<file path="src/rtl/cic_decim.sv">
// rtl/cic_decim.sv - strobe-decimated cascaded integrator-comb filter
module cic_decim #(
    parameter int DATAIN_WIDTH  = 16,
    parameter int DATAOUT_WIDTH = 16,
    parameter int NUM_STAGES    = 5,
    parameter int DIFF_DELAY    = 1,
    parameter int MAXRATE       = 64
) (
    input  logic                     clk_i,
    input  logic                     rst_i,
    input  logic                     en_i,
    input  logic [DATAIN_WIDTH-1:0]  data_i,
    input  logic                     act_i,
    input  logic                     act_out_i,
    output logic [DATAOUT_WIDTH-1:0] data_o,
    output logic                     val_o
);

    localparam int GROWTH = $clog2(MAXRATE * DIFF_DELAY);
    localparam int W      = DATAIN_WIDTH + NUM_STAGES * GROWTH;

    logic [W-1:0] int_q  [NUM_STAGES];
    logic [W-1:0] int_d  [NUM_STAGES];
    logic [W-1:0] comb_q [NUM_STAGES];
    logic [W-1:0] comb_d [NUM_STAGES];
    logic [W-1:0] dly_q  [NUM_STAGES][DIFF_DELAY];
    logic [W-1:0] dly_d  [NUM_STAGES][DIFF_DELAY];
    logic [W-1:0] comb_in [NUM_STAGES];
    logic [W-1:0] data_ext;

    logic                     fire_q, fire_d;
    logic [DATAOUT_WIDTH-1:0] data_q, data_d;
    logic                     val_q, val_d;

    assign data_ext = W'($signed(data_i));

    // Next state for integrators, combs and the output stage; everything holds while en_i is low.
    always_comb begin
        int_d  = int_q;
        comb_d = comb_q;
        dly_d  = dly_q;
        fire_d = fire_q;
        data_d = data_q;
        val_d  = 1'b0;

        // Comb inputs are the registered value of the previous stage (pipelined combs);
        // the first comb samples the last integrator before this cycle's integration.
        comb_in[0] = int_q[NUM_STAGES-1];
        for (int k = 1; k < NUM_STAGES; k++) begin
            comb_in[k] = comb_q[k-1];
        end

        if (en_i) begin
            if (act_i) begin
                int_d[0] = int_q[0] + data_ext;
                for (int k = 1; k < NUM_STAGES; k++) begin
                    int_d[k] = int_q[k] + int_q[k-1];
                end
            end

            if (act_out_i) begin
                for (int k = 0; k < NUM_STAGES; k++) begin
                    comb_d[k]   = comb_in[k] - dly_q[k][DIFF_DELAY-1];
                    dly_d[k][0] = comb_in[k];
                    for (int d = 1; d < DIFF_DELAY; d++) begin
                        dly_d[k][d] = dly_q[k][d-1];
                    end
                end
            end

            // One cycle after a comb update the truncated result is presented with a valid pulse.
            fire_d = act_out_i;
            val_d  = fire_q;
            if (fire_q) begin
                data_d = comb_q[NUM_STAGES-1][W-1 -: DATAOUT_WIDTH];
            end
        end
    end

    // State registers with synchronous active-low reset that discards all filter history.
    always_ff @(posedge clk_i) begin
        if (!rst_i) begin
            for (int k = 0; k < NUM_STAGES; k++) begin
                int_q[k]  <= '0;
                comb_q[k] <= '0;
                for (int d = 0; d < DIFF_DELAY; d++) begin
                    dly_q[k][d] <= '0;
                end
            end
            fire_q <= 1'b0;
            data_q <= '0;
            val_q  <= 1'b0;
        end else begin
            int_q  <= int_d;
            comb_q <= comb_d;
            dly_q  <= dly_d;
            fire_q <= fire_d;
            data_q <= data_d;
            val_q  <= val_d;
        end
    end

    assign data_o = data_q;
    assign val_o  = val_q;

endmodule

</file>
<file path="config.mk">
export PLATFORM = sky130hd
export DESIGN_NAME = cic_decim
export DESIGN_NICKNAME = d
export VERILOG_FILES = /design/src/rtl/cic_decim.sv
export SDC_FILE = /design/constraint.sdc
export NUM_CORES = 2
export LEC_CHECK = 0
export ABC_CLOCK_PERIOD_IN_PS = 5200
export BUFFER_PORTS_ARGS = -buffer_cell sky130_fd_sc_hd__buf_2
export CORE_MARGIN = 8
export CORE_UTILIZATION = 23
export CTS_BUF_LIST = sky130_fd_sc_hd__clkbuf_8
export DETAILED_ROUTE_END_ITERATION = 10
export GPL_ROUTABILITY_DRIVEN = 0
export GPL_TIMING_DRIVEN = 0
export MAX_ROUTING_LAYER = met4
export PLACE_DENSITY = 0.44
export REMOVE_ABC_BUFFERS = 1
export SYNTH_ARGS = -nofsm -noshare
export SYNTH_HDL_FRONTEND = slang
export SYNTH_SLANG_ARGS = --single-unit
export TNS_END_PERCENT = 50
</file>
<file path="constraint.sdc">
create_clock -name clk_i -period 5.2 [get_ports clk_i]
set_clock_uncertainty 0.1 [all_clocks]
set_input_delay 1.3 -clock clk_i [delete_from_list [all_inputs] [get_ports clk_i]]
set_output_delay 1.3 -clock clk_i [all_outputs]
set_load 0.03 [all_outputs]
</file>
Word-level counts from Yosys, hierarchy flattened
Index checks and enable logic that the tools add are counted.
- register bits after elaboration: 708
- input bits: 21
- output and inout bits: 17
- logic and storage cells: 32
- add/subtract/negate cells: 10
- reduce and logical (&&, ||, !) cells: 4
- operators by type and width (cell ; count):
    $add A46 B46 Y46 ; 5
    $sub A46 B46 Y46 ; 5
    $reduce_and A2 Y1 ; 4

Longest topological paths before layout
- depth after elaboration: 1
- gate-level depth with buffers: 15

Worst setup path after synthesis
No wires, ideal clock.
- path type: in2reg
- start: input port data_i[0]
- end: register int_q[228] (netlist bit)
- setup time: 0.062 ns
- arrival: 4.285 ns
- required time: 5.038 ns
- slack: 0.753 ns
- stages on the path: 14
- path buffers: 0
- cells stage by stage: ha_1 -> inv_1 -> fa_1 -> and2b_1 -> o21ai_1 -> a211oi_2 -> o22ai_2 -> o21ai_4 -> a41oi_2 -> o31a_1 -> o41ai_4 -> a2111oi_2 -> or4_1 -> nand3_1
- word-level cells in the longest chain between the ends: 1
- ends and longest elaborated chain (item ; RTL line ; text):
    start: declaration ; 12 ; input logic [DATAIN_WIDTH-1:0] data_i,
    $add A46 B46 Y46 ; 55 ; int_d[0] = int_q[0] + data_ext;
    end signal: assignment ; 94 ; int_q <= int_d;
    end: declaration ; 22 ; logic [W-1:0] int_q [NUM_STAGES];
Every way passes these cells.
A chain may end at the register's enable or synchronous reset.

==> results_dict.tcl <==
set metrics [dict create \
    status "finished, final reports clean" \
    synth_common_cells "nand2_1, a21oi_1, dfxtp_1, ha_1, o21ai_0" \
    cts_tree "yes" \
    power_frac_seq_pct 32.2 \
    cpMostUsedCell "buf_16" \
    max_stage_delay_ps 880 \
    wirelength_mm 119.4 \
    dr.pass1.iters 5 \
    synthAdderAreaFrac_pct 12.48 \
    p_sw_mw 6.870 \
    pwr-share-comb_pct 38.1 \
    clk_path_buf_depth 3 \
    grt_max_degree 119 \
    worstSkewPairLatency_ps 860 \
    whs_path_depth 2 \
    ys_seq_area_share_pct 29.21 \
    power.leakage_nw 21.90 \
    wire_per_inst_um 13.35 \
    synth.avg_cell_area_um2 7.391 \
    initial_core_util_pct 23.07 \
    power.total_mw 18.49 \
    worstSetupPathType "input port to flip-flop" \
    reg2reg_from "int_q[138]$_SDFFE_PN0P_" \
    min_path_type "flip-flop to flip-flop" \
    synth_edf_count 0 \
    fp.dieH_um 465.5 \
    relSlewSlack_pct 19.42 \
    period_needed_ps 4988 \
    ios 38 \
    grt_pass1_vias 39970 \
    r2r-end "int_q[136]$_SDFFE_PN0P_" \
    drt_iter0_drc 1764 \
    final_area_um2 52130 \
    synth-compound-area-share_pct 26.59 \
    ys.flop_type "dfxtp_1" \
    placed_area_um2 49430 \
    synthArstFlopShare_pct 0 \
    die_w_um 465.5 \
    clkTransAtPathRegs_ps 60 \
    via_count 40450 \
    final_core_util_pct 25.87 \
    critical-path-top-delay-family "buffers and inverters" \
    worst_path_max_delay_cell "clkinv_4" \
    numCtsBuffers 131 \
    peakVddDrop_v 0.0002302 \
    grt_pass1_wl_mm 199.9 \
    synth_cell_type_count 85 \
    antenna_found_initial 6 \
    ys_seq_elements 678 \
    post-synth-top-count-cell "nand2_1" \
    hold_violations 0 \
    synth_area_leaders "dfxtp_1, ha_1, nand2_1, a21oi_1, a21o_1" \
    drc 0 \
    cp.buffers_inverters 5 \
    dpl.hpwl_mm 84.98 \
    cts_setup_buffers 0 \
    max-cap-violations 0 \
    finalCritPeriodShare_pct 95.92 \
    r2r_slack_ps 590 \
    core_um2 201500 \
    synth_top_family_by_area "compound AO/OA/AOI/OAI gates" \
    slew_viol_final 0 \
    route.antenna.remaining_nets 0 \
    cts_root_buf "clkbuf_8" \
    rsz0062_at_grt "false" \
    critPathMaxFanout 118 \
    p_sw_share_pct 37.16 \
    synth_top_cell_area_share_pct 29.21 \
    setup_viol 0 \
    area_growth_pct 12.17 \
    htreeDepth 4 \
    yosys_warnings 0 \
    nNetsFinal 6644 \
    critPathLaunchType "input port" \
    critPathArrivalTime_ps 5590 \
    rows 165 \
    endpoint_kind "flip-flop" \
    drive_above_1_share_pct 4.948 \
    syn_area_um2 46470 \
    postSynthCellCount 6288 \
    rr_worst_depth 14 \
    path_cells "buf_2, clkinv_4, buf_16, buf_16, buf_16, nor2_2, and3_1, mux2i_1, o311ai_0" \
    power.density_nw_per_um2 354.6 \
    overflow 0 \
    yosys.area.top_type "dfxtp_1" \
    yosys.area_share.simple_pct 19.34 \
    timing_worst_slew_pin_value_ps 1209 \
    min_from "data_o[13]$_SDFFE_PN0P_" \
    muxShareOfSynthArea_pct 0.3661 \
    required_ps 5800 \
    portBuffers 37 \
    clock-sinks 678 \
    vias_per_cell 4.524 \
    whs_endpoint "data_o[13]$_SDFFE_PN0P_" \
    track_usage_pct 11.02 \
    clkPwrFrac_pct 29.7 \
    dieArea_um2 216700 \
    max_freq_ghz 0.2005 \
    synth_xor_area_share_pct 6.690 \
    p_int_mw 11.62 \
]
flip-flops by register name, indices dropped and copies added, names as in the netlist:
register	cells
comb_in	230
dly_q	230
int_q	184
comb_q	16
data_o	16
fire_q	1
val_o	1
per-stage QoR:
step	setup TNS (ps)	hold WS, ps	instances	setup WS [ps]
floorplan	-3616790	324.9	5974	-8819
global placement	-9867960	337.1	8683	-23930
detailed placement	-38920	345.5	8704	-781.8
CTS	0	347.6	8937	175.5
global route	0	367.7	8939	2.571
finish	0	349.3	8941	212.0
cells in the final DEF, fill, tap and decap left out, types with 26 or more instances in the layout:
cell      synthesis  final
nand2b_1         40     40
clkbuf_8          0    172
nor3_1           54     54
nand4_1          85     85
and3_1           53     53
inv_1           345    381
nor2b_1          60     60
xnor2_1         219    219
a211oi_1         73     73
o21bai_1         57     57
o21a_1           42     42
or3_1            26     26
nand2_1        1253   1249
o21ai_0         407    407
buf_2             0     37
a31oi_1          48     48
a21oi_1         884    884
xor2_1          136    136
nand3_1         102    102
nor2_1          304    300
ha_1            449    449
a21o_1          290    290
dfxtp_1         678    678
worst max-delay path by stage:
stage,start,slack (ps),cells past startpoint,endpoint
3_3_place_gp,en_i,-23930,6,comb_q[39]$_SDFFE_PN0P_
2_1_floorplan,rst_i,-8820,5,comb_q[39]$_SDFFE_PN0P_
4_1_cts,rst_i,180,9,int_q[182]$_SDFFE_PN0P_
6_report,rst_i,210,9,int_q[182]$_SDFFE_PN0P_
5_1_grt,rst_i,3,9,int_q[182]$_SDFFE_PN0P_
3_5_place_dp,rst_i,-780,8,comb_q[39]$_SDFFE_PN0P_
power groups by stage:
stage	logic, mW	clock network, mW	registers [mW]
floorplan	5.50	0	5.96
global placement	7.05	0	6.06
detailed placement	7.06	0	6.06
CTS	7.09	5.79	5.95
global route	7.93	6.00	6.01
finish	7.05	5.49	5.94
final cells by class:
class                   instances  area [um2]
fillers                     22300      149400
repair buffers                 58       740.7
diodes                          4       10.01
multi-input cells            4950       30480
well taps                    2672        3343
clock buffers                 172        2367
clock inverters                61       317.8
flip-flops and latches        678       13570
inverters                     346        1304
routing by layer:
metal / GRT usage, % / vias to the layer above / share of wire, %
met5: - / - / 0
met4: 4.117 / 0 / 3.3
met3: 1.855 / 259 / 3.2
met2: 17.79 / 545 / 44
met1: 13.82 / 17830 / 49
li1: - / 21820 / -
kinds of logic after synthesis:
| kind of cell | after synthesis |
|---|---|
| xor+xnor | 355 |
| compound gates | 2043 |
| buf+inv | 660 |
| fa+ha+maj | 458 |
| flops | 678 |
| simple gates | 2077 |
| mux | 17 |
tightest hold or removal path, delay by kind of cell (launching register included):
family | cells | cell delay, ps
DFF | 1 | 300
and+or+nand+nor | 1 | 50
AOI/OAI and AO/OA | 1 | 50
repair_timing:
item	in CTS	in global routing
hold buffers	0	0
endpoints found under the setup margin	0	2
hold endpoints to repair	0	0
gates resized for setup	0	1
Power figures use the tool's default switching activity.
